===== config.mk =====
export PLATFORM = sky130hd
export DESIGN_NAME = accumulation_drain
export DESIGN_NICKNAME = d
export VERILOG_FILES = /design/src/rtl/accumulation_drain_pkg.sv /design/src/rtl/accumulation_drain_prefetch_fifo.sv /design/src/rtl/accumulation_drain.sv
export SDC_FILE = /design/constraint.sdc
export NUM_CORES = 1
export LEC_CHECK = 0
export BUFFER_PORTS_ARGS = -buffer_cell sky130_fd_sc_hd__buf_2
export CORE_MARGIN = 1
export CORE_UTILIZATION = 65
export CTS_BUF_LIST = sky130_fd_sc_hd__clkbuf_4
export DETAILED_ROUTE_END_ITERATION = 12
export PLACE_DENSITY = 0.95
export SYNTH_ARGS = -nofsm -noshare
export SYNTH_HDL_FRONTEND = slang
export SYNTH_SLANG_ARGS = --single-unit

===== constraint.sdc =====
create_clock -name clk -period 8.3 [get_ports clk]
set_clock_uncertainty 0.05 [all_clocks]
set_input_delay 1.66 -clock clk [delete_from_list [all_inputs] [get_ports clk]]
set_output_delay 1.66 -clock clk [all_outputs]
set_load 0.01 [all_outputs]

===== src/rtl/accumulation_drain_pkg.sv =====
// Shared definitions for the accumulation-buffer write-back drain engine.
package accumulation_drain_pkg;

    localparam int DEF_DATA_WIDTH      = 64;
    localparam int DEF_OUT_WIDTH       = 16;
    localparam int DEF_BANK_ADDR_WIDTH = 7;
    localparam int DEF_BANK_DEPTH      = 128;

    // FSM encoding (plain constants so older tools and waveform scripts can match them)
    localparam logic [1:0] ST_IDLE = 2'd0;
    localparam logic [1:0] ST_RUN  = 2'd1;
    localparam logic [1:0] ST_FIN  = 2'd2;

    // Number of output beats that one buffer word is split into
    function automatic int beats_of(input int data_w, input int out_w);
        return data_w / out_w;
    endfunction

endpackage


===== src/rtl/accumulation_drain_prefetch_fifo.sv =====
// Two-entry synchronous FIFO used to hold prefetched buffer words ahead of
// a stream serializer. Push while full and pop while empty are ignored.
module drain_prefetch_fifo #(
    parameter int WIDTH = 64
) (
    input  logic             clk,
    input  logic             rst_n,
    input  logic             push,
    input  logic [WIDTH-1:0] wdata,
    input  logic             pop,
    output logic [WIDTH-1:0] rdata,
    output logic [1:0]       count,
    output logic             empty,
    output logic             full
);

    logic [WIDTH-1:0] mem_q [2];
    logic             wr_ptr_q, wr_ptr_d;
    logic             rd_ptr_q, rd_ptr_d;
    logic [1:0]       count_q, count_d;
    logic             push_ok, pop_ok;

    // Next-state for pointers and occupancy
    always_comb begin
        pop_ok   = pop && (count_q != 2'd0);
        push_ok  = push && ((count_q != 2'd2) || pop_ok);
        wr_ptr_d = wr_ptr_q ^ push_ok;
        rd_ptr_d = rd_ptr_q ^ pop_ok;
        count_d  = count_q;
        case ({push_ok, pop_ok})
            2'b10:   count_d = count_q + 2'd1;
            2'b01:   count_d = count_q - 2'd1;
            default: count_d = count_q;
        endcase
    end

    // Control state, cleared by reset
    always_ff @(posedge clk or negedge rst_n) begin
        if (!rst_n) begin
            wr_ptr_q <= 1'b0;
            rd_ptr_q <= 1'b0;
            count_q  <= 2'd0;
        end else begin
            wr_ptr_q <= wr_ptr_d;
            rd_ptr_q <= rd_ptr_d;
            count_q  <= count_d;
        end
    end

    // Storage needs no reset: an entry is only read after it was written
    always_ff @(posedge clk) begin
        if (push_ok) mem_q[wr_ptr_q] <= wdata;
    end

    assign rdata = mem_q[rd_ptr_q];
    assign count = count_q;
    assign empty = (count_q == 2'd0);
    assign full  = (count_q == 2'd2);

endmodule


===== src/rtl/accumulation_drain.sv =====
// Drains the write-back bank of the accumulation buffer onto an outbound
// valid/ready stream, low chunk of each word first, and pulses done at the end.
module accumulation_drain
    import accumulation_drain_pkg::*;
#(
    parameter int DATA_WIDTH      = DEF_DATA_WIDTH,
    parameter int OUT_WIDTH       = DEF_OUT_WIDTH,
    parameter int BANK_ADDR_WIDTH = DEF_BANK_ADDR_WIDTH,
    parameter int BANK_DEPTH      = DEF_BANK_DEPTH
) (
    input  logic                     clk,
    input  logic                     rst_n,
    input  logic                     start,
    input  logic [BANK_ADDR_WIDTH:0] num_words,
    output logic                     busy,
    output logic                     done,
    output logic                     ren_wb,
    output logic [BANK_ADDR_WIDTH-1:0] radr_wb,
    input  logic [DATA_WIDTH-1:0]    rdata_wb,
    output logic [OUT_WIDTH-1:0]     out_data,
    output logic                     out_valid,
    input  logic                     out_ready,
    output logic                     out_last
);

    localparam int BEATS = beats_of(DATA_WIDTH, OUT_WIDTH);
    localparam int CNT_W = BANK_ADDR_WIDTH + 1;
    localparam int IDX_W = (BEATS > 1) ? $clog2(BEATS) : 1;
    localparam logic [CNT_W-1:0] DEPTH_C = CNT_W'(BANK_DEPTH);

    logic [1:0]            state_q, state_d;
    logic [CNT_W-1:0]      words_q, words_d;      // latched drain length
    logic [CNT_W-1:0]      reads_q, reads_d;      // reads issued so far
    logic [CNT_W-1:0]      loaded_q, loaded_d;    // words moved into the serializer
    logic                  inflight_q, inflight_d;
    logic [DATA_WIDTH-1:0] sreg_q, sreg_d;
    logic                  sval_q, sval_d;
    logic [IDX_W-1:0]      idx_q, idx_d;

    logic [DATA_WIDTH-1:0] fifo_rdata;
    logic [1:0]            fifo_count;
    logic                  fifo_empty, fifo_full;
    logic                  pop, ren, handshake, last_beat, last_word_beat, credit;
    logic [2:0]            occupancy;
    logic [CNT_W-1:0]      clamped;

    // The word read last cycle lands in the FIFO; the credit rule keeps it from overflowing
    drain_prefetch_fifo #(.WIDTH(DATA_WIDTH)) u_fifo (
        .clk   (clk),
        .rst_n (rst_n),
        .push  (inflight_q),
        .wdata (rdata_wb),
        .pop   (pop),
        .rdata (fifo_rdata),
        .count (fifo_count),
        .empty (fifo_empty),
        .full  (fifo_full)
    );

    // FSM, read issue and serializer next-state
    always_comb begin
        handshake      = sval_q && out_ready;
        last_beat      = (idx_q == IDX_W'(BEATS - 1));
        last_word_beat = sval_q && last_beat && (loaded_q == words_q);
        // Reload on the final beat's handshake so consecutive words have no bubble
        pop            = !fifo_empty && (!sval_q || (handshake && last_beat));
        // Words already buffered or on their way, net of the one leaving this cycle
        occupancy      = {1'b0, fifo_count} + {2'b00, inflight_q} - {2'b00, pop};
        credit         = (occupancy < 3'd2);
        ren            = (state_q == ST_RUN) && (reads_q < words_q) && credit && !fifo_full;
        clamped        = (num_words > DEPTH_C) ? DEPTH_C : num_words;

        state_d    = state_q;
        words_d    = words_q;
        reads_d    = reads_q;
        loaded_d   = loaded_q;
        inflight_d = ren;
        sreg_d     = sreg_q;
        sval_d     = sval_q;
        idx_d      = idx_q;

        case (state_q)
            ST_IDLE: begin
                if (start) begin
                    words_d  = clamped;
                    reads_d  = '0;
                    loaded_d = '0;
                    state_d  = (clamped == '0) ? ST_FIN : ST_RUN;
                end
            end
            ST_RUN: begin
                if (ren) reads_d = reads_q + 1'b1;
                if (handshake && last_word_beat) state_d = ST_FIN;
            end
            ST_FIN: state_d = ST_IDLE;
            default: state_d = ST_IDLE;
        endcase

        if (pop) begin
            sreg_d   = fifo_rdata;
            sval_d   = 1'b1;
            idx_d    = '0;
            loaded_d = loaded_q + 1'b1;
        end else if (handshake) begin
            sreg_d = sreg_q >> OUT_WIDTH;
            idx_d  = idx_q + 1'b1;
            if (last_beat) sval_d = 1'b0;
        end
    end

    // All state, including the output shift register, clears on reset
    always_ff @(posedge clk or negedge rst_n) begin
        if (!rst_n) begin
            state_q    <= ST_IDLE;
            words_q    <= '0;
            reads_q    <= '0;
            loaded_q   <= '0;
            inflight_q <= 1'b0;
            sreg_q     <= '0;
            sval_q     <= 1'b0;
            idx_q      <= '0;
        end else begin
            state_q    <= state_d;
            words_q    <= words_d;
            reads_q    <= reads_d;
            loaded_q   <= loaded_d;
            inflight_q <= inflight_d;
            sreg_q     <= sreg_d;
            sval_q     <= sval_d;
            idx_q      <= idx_d;
        end
    end

    assign busy      = (state_q == ST_RUN);
    assign done      = (state_q == ST_FIN);
    assign ren_wb    = ren;
    assign radr_wb   = reads_q[BANK_ADDR_WIDTH-1:0];
    assign out_valid = sval_q;
    assign out_data  = sreg_q[OUT_WIDTH-1:0];
    assign out_last  = last_word_beat;

endmodule


# After elaboration in Yosys (flattened, before gate mapping)
# Memory sizes are Yosys's and may differ from the RTL's.
# Index checks and enable logic that the tools add are counted.
# totals
out_inout_bits	28
regBits	98
in_bits	76
word_cells	86
n_memories	1
ramBits	128
# op_classes
eq_ne	11
n_mux	20
bitwise	2
addsub	7
n_lt_le_gt_ge	3
reduce_logical	31
# memory_table
name	depth	width	read_ports	rd_ports_with_merged_regs	write_ports	line	rtl
u_fifo.mem_q	2	64	1	0	1	accumulation_drain_prefetch_fifo.sv:17	logic [WIDTH-1:0] mem_q [2];
# op_table
operator	count
2-to-1 mux 64 bit	2
2-to-1 mux 8 bit	5
adder 8 x 1 -> 8 bit (second input constant)	2
one-hot mux 8 bit (2 select lines)	1
nonzero test 2 bit	7
logical AND 1 bit	11
2-to-1 mux 2 bit	5
== test 2 bit (second input constant)	4
== test 8 bit	1
> comparator 8 bit (second input constant)	1
zero test 8 bit	1
less-than comparator 8 bit	1
one-hot mux 2 bit (2 select lines)	2
AND reduction 2 bit	4
2-to-1 mux 1 bit	5
adder 2 x 1 -> 2 bit (second input constant)	2
== test 2 x 1 -> 1 bit (second input constant)	2
zero test 2 bit	2
inequality test 2 x 1 -> 1 bit (second input constant)	2
inequality test 2 bit (second input constant)	2
adder 2 x 1 -> 3 bit	1
zero test 1 bit	3
less-than comparator 3 x 2 -> 1 bit (second input constant)	1
AND reduction 3 bit	1
other kinds (4)	6

# Logic depth before layout (Yosys ltp)
# Gate-level depths: netlist of run 1.
# depth
depth_word	10
depth_mapped	13
ltp_nobuf	12

# Modules after synthesis
# A second synthesis of run 1 with hierarchy kept.
# hier_totals
cells_unflattened	713
area_unflattened_um2	9815.7
# by_module_without_submodules
module	cells_each	n_inst	area_per_inst_um2
drain_prefetch_fifo	223	1	5051.1
accumulation_drain	490	1	4764.6

# Worst setup path before layout of run 1
# Ideal clock, no wire load.
# synth_path
path_type	input to output
start	input out_ready
end	output ren_wb
path_stages	11
setup_slack_ps	2711
t_required_ps	6590
t_arrival_ps	3879
path_buffers	2
path_cell_list	a21boi_2 -> or2_1 -> buf_2 -> inv_2 -> ha_1 -> nand2b_1 -> fa_1 -> or2_4 -> a221oi_4 -> and2_2 -> buf_4
# synth_between
elab_chain_cells	8
# synth_lines
item	line	rtl
start: declaration	accumulation_drain.sv:22	input logic out_ready,
logical AND 1 bit	accumulation_drain.sv:62	handshake = sval_q && out_ready;
logical AND 1 bit	accumulation_drain.sv:66	pop = !fifo_empty && (!sval_q || (handshake && last_beat));
logical OR 1 bit	accumulation_drain.sv:66	
logical AND 1 bit	accumulation_drain.sv:66	
net pop	accumulation_drain.sv:43	logic pop, ren, handshake, last_beat, last_word_beat, credit;
subtractor 3 x 1 -> 3 bit	accumulation_drain.sv:68	occupancy = {1'b0, fifo_count} + {2'b00, inflight_q} - {2'b00, pop};
less-than comparator 3 x 2 -> 1 bit	accumulation_drain.sv:69	credit = (occupancy < 3'd2);
logical AND 1 bit (2 in series)	accumulation_drain.sv:70	ren = (state_q == ST_RUN) && (reads_q < words_q) && credit && !fifo_full;
end: declaration	accumulation_drain.sv:17	output logic ren_wb,
# The timed path passes the listed nets, and every way through them passes these cells.

# Final worst setup path of run 1
# Ends and elaborated chain as after synthesis.

==> results of run 1 <==
==> per-layer routing <==
metal | GRT usage (%) | up-vias | part of all wire [%]
li1 | - | 2975 | -
met1 | 37.2 | 3206 | 39
met2 | 45.6 | 326 | 50
met3 | 6.69 | 61 | 7.4
met4 | 16.9 | 0 | 4.1
met5 | 0 | - | 0
==> report_power, final <==
| part | total [W] | switching, W | internal (W) |
|---|---|---|---|
| combinational | 0.000938 | 0.000597 | 0.000341 |
| clock | 0.000913 | 0.000429 | 0.000484 |
| sequential | 0.00175 | 0.000200 | 0.00155 |
==> flip-flops by register name, summed over array words and instances (netlist names), 2 cells and up <==
signal	flops
u_fifo.count	2
sreg_q	64
idx_q	2
state_q	2
reads_q	8
u_fifo.mem_q	128
loaded_q	8
words_q	8
==> metrics by stage <==
step           util, %  std cells
5_1_grt           75.5       1084
4_1_cts           75.4       1083
6_report          75.5       1084
3_5_place_dp      70.3        983
3_3_place_gp      70.3        983
2_1_floorplan        -        760
==> worst max-delay path, delay by kind of cell <==
| family | cells | cell delay, ns |
|---|---|---|
| AO/OA/AOI/OAI | 2 | 0.65 |
| AND/OR/NAND/NOR | 4 | 1.19 |
| adder cells (fa/ha/maj) | 2 | 0.70 |
| buffers and inverters | 3 | 0.45 |
==> logic make-up (layout without fill, tap and decap cells) <==
| group | count (synthesis) | count (layout) | share of synthesized area [%] |
|---|---|---|---|
| DFF | 226 | 226 | 66.7 |
| xor gates and xnor gates | 10 | 10 | 0.928 |
| other | 0 | 1 | 0 |
| AOI/OAI and AO/OA | 165 | 165 | 11.6 |
| and+or+nand+nor | 247 | 247 | 12.5 |
| adders and majority gates | 14 | 14 | 1.94 |
| muxes | 18 | 18 | 1.92 |
| buffers and inverters | 80 | 223 | 4.47 |
==> how the worst max path moves through the flow <==
| stage | endpoint | depth (start not counted) | slack, ns | startpoint |
|---|---|---|---|---|
| after detailed placement | ren_wb | 11 | 1.97 | out_ready |
| after global placement | ren_wb | 11 | 2.04 | out_ready |
| after CTS | ren_wb | 11 | 1.96 | out_ready |
| after floorplan | ren_wb | 11 | 2.71 | out_ready |
| after global routing | ren_wb | 11 | 1.71 | out_ready |
| final | ren_wb | 11 | 1.92 | out_ready |
==> cell type report <==
type / count / area [sq um]
Multi-Input combinational cell: 454 / 2730
Timing Repair Buffer: 110 / 571
Tap cell: 180 / 225
Clock inverter: 11 / 47.5
Antenna cell: 1 / 2.50
Fill cell: 880 / 3450
Inverter: 13 / 48.8
Sequential cell: 226 / 6300
Clock buffer: 89 / 668
==> layout by cell type, fill, tap and decap left out, types with 2 or more instances in the layout <==
master,n
or2_2,2
o21ai_0,39
buf_4,8
inv_2,2
nand2_1,132
o211ai_1,2
nand3b_1,6
nor2b_1,49
a31oi_1,51
nor2_1,15
nor4_1,2
nor3_1,5
clkinv_1,8
a211oi_1,48
nand2b_1,5
nor3b_1,2
ha_1,11
and3_1,7
nand4_1,3
a221o_1,3
ha_2,2
clkbuf_4,89
xnor2_1,10
and2_2,2
a21o_1,2
mux2i_1,17
or2_4,2
a21oi_1,10
nand3_1,12
inv_1,12
buf_2,102
edfxtp_1,128
dfrtp_1,97
==> results list, run 1 <==
- Outcome: finished clean
- After clock tree synthesis, the clock-pin slew on the worst setup and hold paths is 0.06 ns.
- The number of global-route vias before repair came to 6,599.
- Worst Slack Setup Final: 1.92 ns
- Final period utilization: 76.9%
* Hold Path Stages: 2
* Clock latency of the later-clocked register in the worst-skew pair: 0.67 ns
* Count of endpoints failing hold in the final timing report: 0
- Routed length per instance: 19.3 um
- The routed design could run at a clock period as short as 6.38 ns.
* Final setup fails: 0
- Critical R2R Launch: idx_q[0]
- The worst setup path is captured at an output port.
- Synthesized cell area: 9440 sq um
* Reg2reg path depth: 11
- Pre-CTS setup slack: 1.97 ns
- Drt first-iter violations: 726
- Worst-Margin Slew: 1.04 ns
- After routing the design area is 10,600 sq um.
* Power per Cell Area: 340 nW/um^2
- Post-synthesis sequential area ratio: 66.7%
- The H-tree generated during clock tree synthesis spans 2 levels.
* FP Rows: 43
* Clock Sink Count: 226
- In this run the worst path has a maximum fanout of 41.
- The die covers 15,000 sq um.
- Width of the die: 122 um
* CP startpoint kind: input pin
* Starting density of the core: 67.2%
* Post-Syn Nets: 850
- Synthesized area per cell: 12.4 sq um
- The area growth from synthesis to layout is 12.3%.
* Reg-to-Reg End: reads_q[3]
* Wire length of the first global-routing pass: 32.4 mm
* Share of synthesized flip-flops with an asynchronous set or reset: 43.4%
- Worst-case vdd ir drop: 198 uV
- In the global route stage, overall resource usage came out at 29.0%.
- In this run the post-CTS setup repair buffer count came out at 0.
- Number of instances in the synthesized netlist: 760
* Count of max-cap constraint violations: 0
* Highest cell delay on the worst timing path: 0.45 ns
- Min Hold Slack: 0.445 ns
- Final Total Pwr: 0.00360 W
- Leading cell types by total area after synthesis: edfxtp_1, dfrtp_1, nand2_1
- DR pass1 iterations: 6
- Final TNS setup: 0 ns
- The synthesized design contains 226 register bits.
- The count of nets left with antenna violations once routing finished came out at 0.
* Number of buffers inserted during clock tree synthesis: 54
- The cell sitting at the root of the clock tree is a clkbuf_4.
- Vias: 6,568
* Critical-path cell with the highest stage delay: or2_4
- In this run the biggest area consumer among cell types represents 40.7% of the synthesized area.
* Total of hold buffers inserted after clock tree synthesis: 0
- TritonCTS built the clock tree.
* Post-detailed-placement half-perimeter wirelength: 12.7 mm
- Traced cell by cell, the critical path runs through buf_2 -> a21boi_2 -> or2_4 -> inv_2 -> ha_1 -> nand2b_1 -> fa_1 -> or2_4 -> a221oi_4 -> and2_2 -> buf_2.
* Number of antenna violations at the first check in global routing: 1
- Yosys printed 0 warnings.
- Floorplan Core Area: 14,000 sq um
* Maximum number of pins on one net before global-route repair: 92
* Placed cell area: 9880 sq um
- The congestion estimate from routability-driven global placement came to 0.826.
* Deepest clock path buffer count: 3
* Static power due to leakage: 4.28 nW
* Largest area contributor in the synthesized netlist: edfxtp_1
- Vertical die dimension: 122 um
* EDFF count, synth: 128
* Required time at the worst-slack endpoint: 6.59 ns
* Critical path type: in -> out
- Worst min-delay path category: reg -> reg
* GRT Residual Overflow: 0
- For this design the top-level I/O count stands at 104.
- The worst register-to-register path has a setup slack of 4.51 ns.
- Setup repair after global routing left no endpoint under its margin.
- Final-report max-slew violation count: 0
* Highest Clock Rate: 157 MHz
- Hold-critical path endpoint: sreg_q[62]
- Post-CTS Resized: 0
- Sum of routed wire length over all layers: 20.9 mm
* Arr. time, crit path: 4.67 ns
- The net count of the finished layout is 949.
* Count of different cell masters after synthesis: 48
- During placement, the flow inserted port buffers numbering 103.
* Number of vias per cell: 6.06
- nand2_1 is the most common cell in the netlist.
- The commonest cells after synthesis are nand2_1, edfxtp_1, dfrtp_1.
- Most used flip-flop cell after synthesis: edfxtp_1
- Share of post-route cells with drive strength above 1: 24.1%
* Hold Crit Start: sreg_q[62]
- In this run the tightest slew margin relative to its limit is 30.6%.
- After detailed routing, the number of remaining DRC violations is 0.
No activity file was read; power rests on OpenSTA's default activity.
==> run 2, diff against run 1 <==
- CORE_UTILIZATION: 65 -> 55
- PLACE_DENSITY: 0.95 -> 0.9
- clock period: 8.3 -> 5.8 ns (I/O delays scaled with it)
==> run 2 against run 1 <==
Against the previous run:
- power up 42%
- critical path depth unchanged
- clock-buffer cell count down 7
- non-clock buffer count unchanged
- hold slack worse by 0.014 ns
- cell area up 0.64%
- register-to-register slack worse by 2.3 ns
- via count down 4.4%
- clock power up 43%
- global-route usage down 6.4 points
- final cell count up 4.1%
- first-iteration DRC count down 30%
- critical path type is now reg -> out
==> results list, run 2 (synthesized netlist as in run 1, its figures left out) <==
* Static power due to leakage: 4.27 nW (-0.19%)
- The HPWL reported at the end of detailed placement is 12.2 mm (-4.1%).
- FP Rows: 47 (+9.3%)
- The worst path arrival time was 4.04 ns (-0.63 ns).
- Total routing usage reported by global routing: 22.6% (-6.4 points)
- Number of antenna violations at the first check in global routing: 2 (+1)
* Clock Sink Count: 226 (unchanged)
- The total clock buffers created by CTS is 55 (+1.9%).
- The total global routing overflow came to 0 (unchanged).
* Largest register by flop count: u_fifo.mem_q
- The I/O pin count was 104 (unchanged).
* Reg clk slew, reported paths: 0.06 ns (about the same)
- Critical R2R Launch: idx_q[0]
- Hold Path Stages: 2 (unchanged)
- # H-tree levels: 2 (unchanged)
- Post-CTS Resized: 0 (unchanged)
- Sum of routed wire length over all layers: 19.2 mm (-8.2%)
- # port buffers: 103 (unchanged)
- The final count of pins violating max slew was 0 (unchanged).
- Master cell of the clock root buffer: clkbuf_4
- The worst path setup slack after routing is 0.554 ns (-1.37 ns).
* Number of vias per cell: 5.57 (-8.1%)
- Wire length of the first global-routing pass: 30.9 mm (-4.5%)
* Placed cell area: 9930 sq um (+0.51%)
* Share of post-route cells with drive strength above 1: 23.4% (-0.74 points)
* Required time at the worst-slack endpoint: 4.59 ns (-2.00 ns)
* Vias in the first global route: 6,223 (-5.7%)
- The run finished with clean final reports.
* Routed length per instance: 17.0 um (-12%)
* Worst-case vdd ir drop: 256 uV (+29%)
- The critical path is of the reg -> out type.
* Total of hold buffers inserted after clock tree synthesis: 0 (unchanged)
* Drt first-iter violations: 511 (-30%)
* Max-slew headroom: 32.1% (+1.5 points)
* Deepest clock path buffer count: 3 (unchanged)
* Width of the die: 133 um (+8.6%)
* Clock tree from TritonCTS: done
- Regs by FF count: u_fifo.mem_q: 128 flops, sreg_q: 64 flops
- Power per Cell Area: 479 nW/um^2 (+41%)
- The maximum number of pins on one net before global-route repair was 99 (+7.6%).
- The number of vias after detailed routing came to 6,280 (-4.4%).
- Max Fanout on Critical Path: 27 (-34%)
* Count of endpoints failing hold in the final timing report: 0 (unchanged)
- Reg-to-Reg End: reads_q[3]
* Number of design rule violations left after detail routing: 0 (unchanged)
- The worst hold path begins at sreg_q[60].
- The flop-to-flop setup slack came to 2.18 ns (-2.33 ns).
- Most used cells in the layout excluding fill and tap cells: nand2_1, edfxtp_1, buf_2
- Starting density of the core: 56.7% (-11 points)
- Highest Clock Rate: 191 MHz
- CP startpoint kind: register
- Hold-critical path endpoint: sreg_q[60]
- Area added between synthesis and finish: 13.0%
* Layout Nets: 950 (+0.11%)
* Time the worst path needs with I/O delays and setup: 5.25 ns
- Final std cell area, no fill: 10,700 sq um (+0.64%)
- Commonest non-fill, non-tap cell in the layout: nand2_1
* Largest register FFs: 128 (unchanged)
- Count of max-cap constraint violations: 0 (unchanged)
- Pre-CTS setup slack: 0.626 ns (-1.35 ns)
- The floorplan die height was 133 um (+8.6%).
- Critical Path Sink Type: output port
* Clock latency of the later-clocked register in the worst-skew pair: 0.65 ns (-0.02 ns)
* Reg2reg path depth: 11 (unchanged)
* Floorplan Core Area: 16,600 sq um (+19%)
- The transition at the pin with the smallest max-transition slack is 1.02 ns (-0.0220 ns).
- Post-route ant nets: 0 (unchanged)
- Placer congestion estimate: 0.822 (-0.54%)
- Final period utilization: 90.4%
- DR pass1 iterations: 5 (-1)
- The setup TNS after final layout came to 0 ns (unchanged).
- Final setup fails: 0 (unchanged)
- The total setup buffers inserted after CTS came to 0 (unchanged).
- Setup repair after global routing left no endpoint under its margin.
- The path class of the tightest hold or removal check is reg -> reg.
- The floorplan die area is 17,700 sq um (+18%).
-- run 2: cell count changes in the layout (fill, tap and decap cells not counted) --
cell | before | now
bufinv_16 | 0 | 1
clkbuf_4 | 89 | 82
clkinv_1 | 8 | 17
clkinvlp_4 | 0 | 1
diode_2 | 1 | 2
inv_2 | 2 | 1
-- run 2: metal layers --
layer	GRT usage, %	vias up	share of wire [%]
met2	36.3	254	49
met3	5.13	39	7.2
met1	29.8	3006	41
li1	-	2981	-
met5	0	-	0
met4	9.26	0	2.2
-- run 2: how the worst max path moves through the flow --
| stage | from | endpoint | slack (ns) | cells after the start |
|---|---|---|---|---|
| 3_3_place_gp | out_ready | ren_wb | 0.71 | 11 |
| 5_1_grt | idx_q[0] | ren_wb | 0.31 | 11 |
| 4_1_cts | idx_q[0] | ren_wb | 0.56 | 11 |
| 3_5_place_dp | out_ready | ren_wb | 0.63 | 11 |
| 6_report | idx_q[0] | ren_wb | 0.55 | 11 |
| 2_1_floorplan | out_ready | ren_wb | 1.21 | 11 |
-- run 2: report_power, final --
group	switching (W)	total (W)	internal (W)
Combinational	0.000813	0.00130	0.000485
Clock	0.000614	0.00131	0.000696
Sequential	0.000275	0.00250	0.00222
Total	0.00170	0.00511	0.00340
-- run 2: critical path, cell delays in order, from the launching register on --
cell,delay [ns]
dfrtp_1,0.39
ha_1,0.25
a21boi_2,0.26
or2_4,0.36
inv_2,0.15
ha_1,0.28
nand2b_1,0.15
fa_1,0.39
or2_4,0.25
a221oi_4,0.40
and2_2,0.32
buf_2,0.17
-- run 2: per-stage QoR --
stage,hold WS [ns],util [%],std cells,total power (W)
floorplan,0.400,-,760,0.00351
global placement,0.411,59.7,1023,0.00373
detailed placement,0.420,59.7,1023,0.00382
CTS,0.434,64.0,1126,0.00514
global route,0.448,64.1,1128,0.00542
finish,0.430,64.1,1128,0.00511
-- run 2: area by class of cell --
| type | instances | area [sq um] |
|---|---|---|
| flip-flops and latches | 226 | 6300 |
| multi-input cells | 454 | 2730 |
| repair buffers | 110 | 571 |
| fillers | 1203 | 5980 |
| well taps | 220 | 275 |
| inverters | 13 | 48.8 |
| clock buffers | 82 | 616 |
| clock inverters | 21 | 115 |
| diodes | 2 | 5.00 |
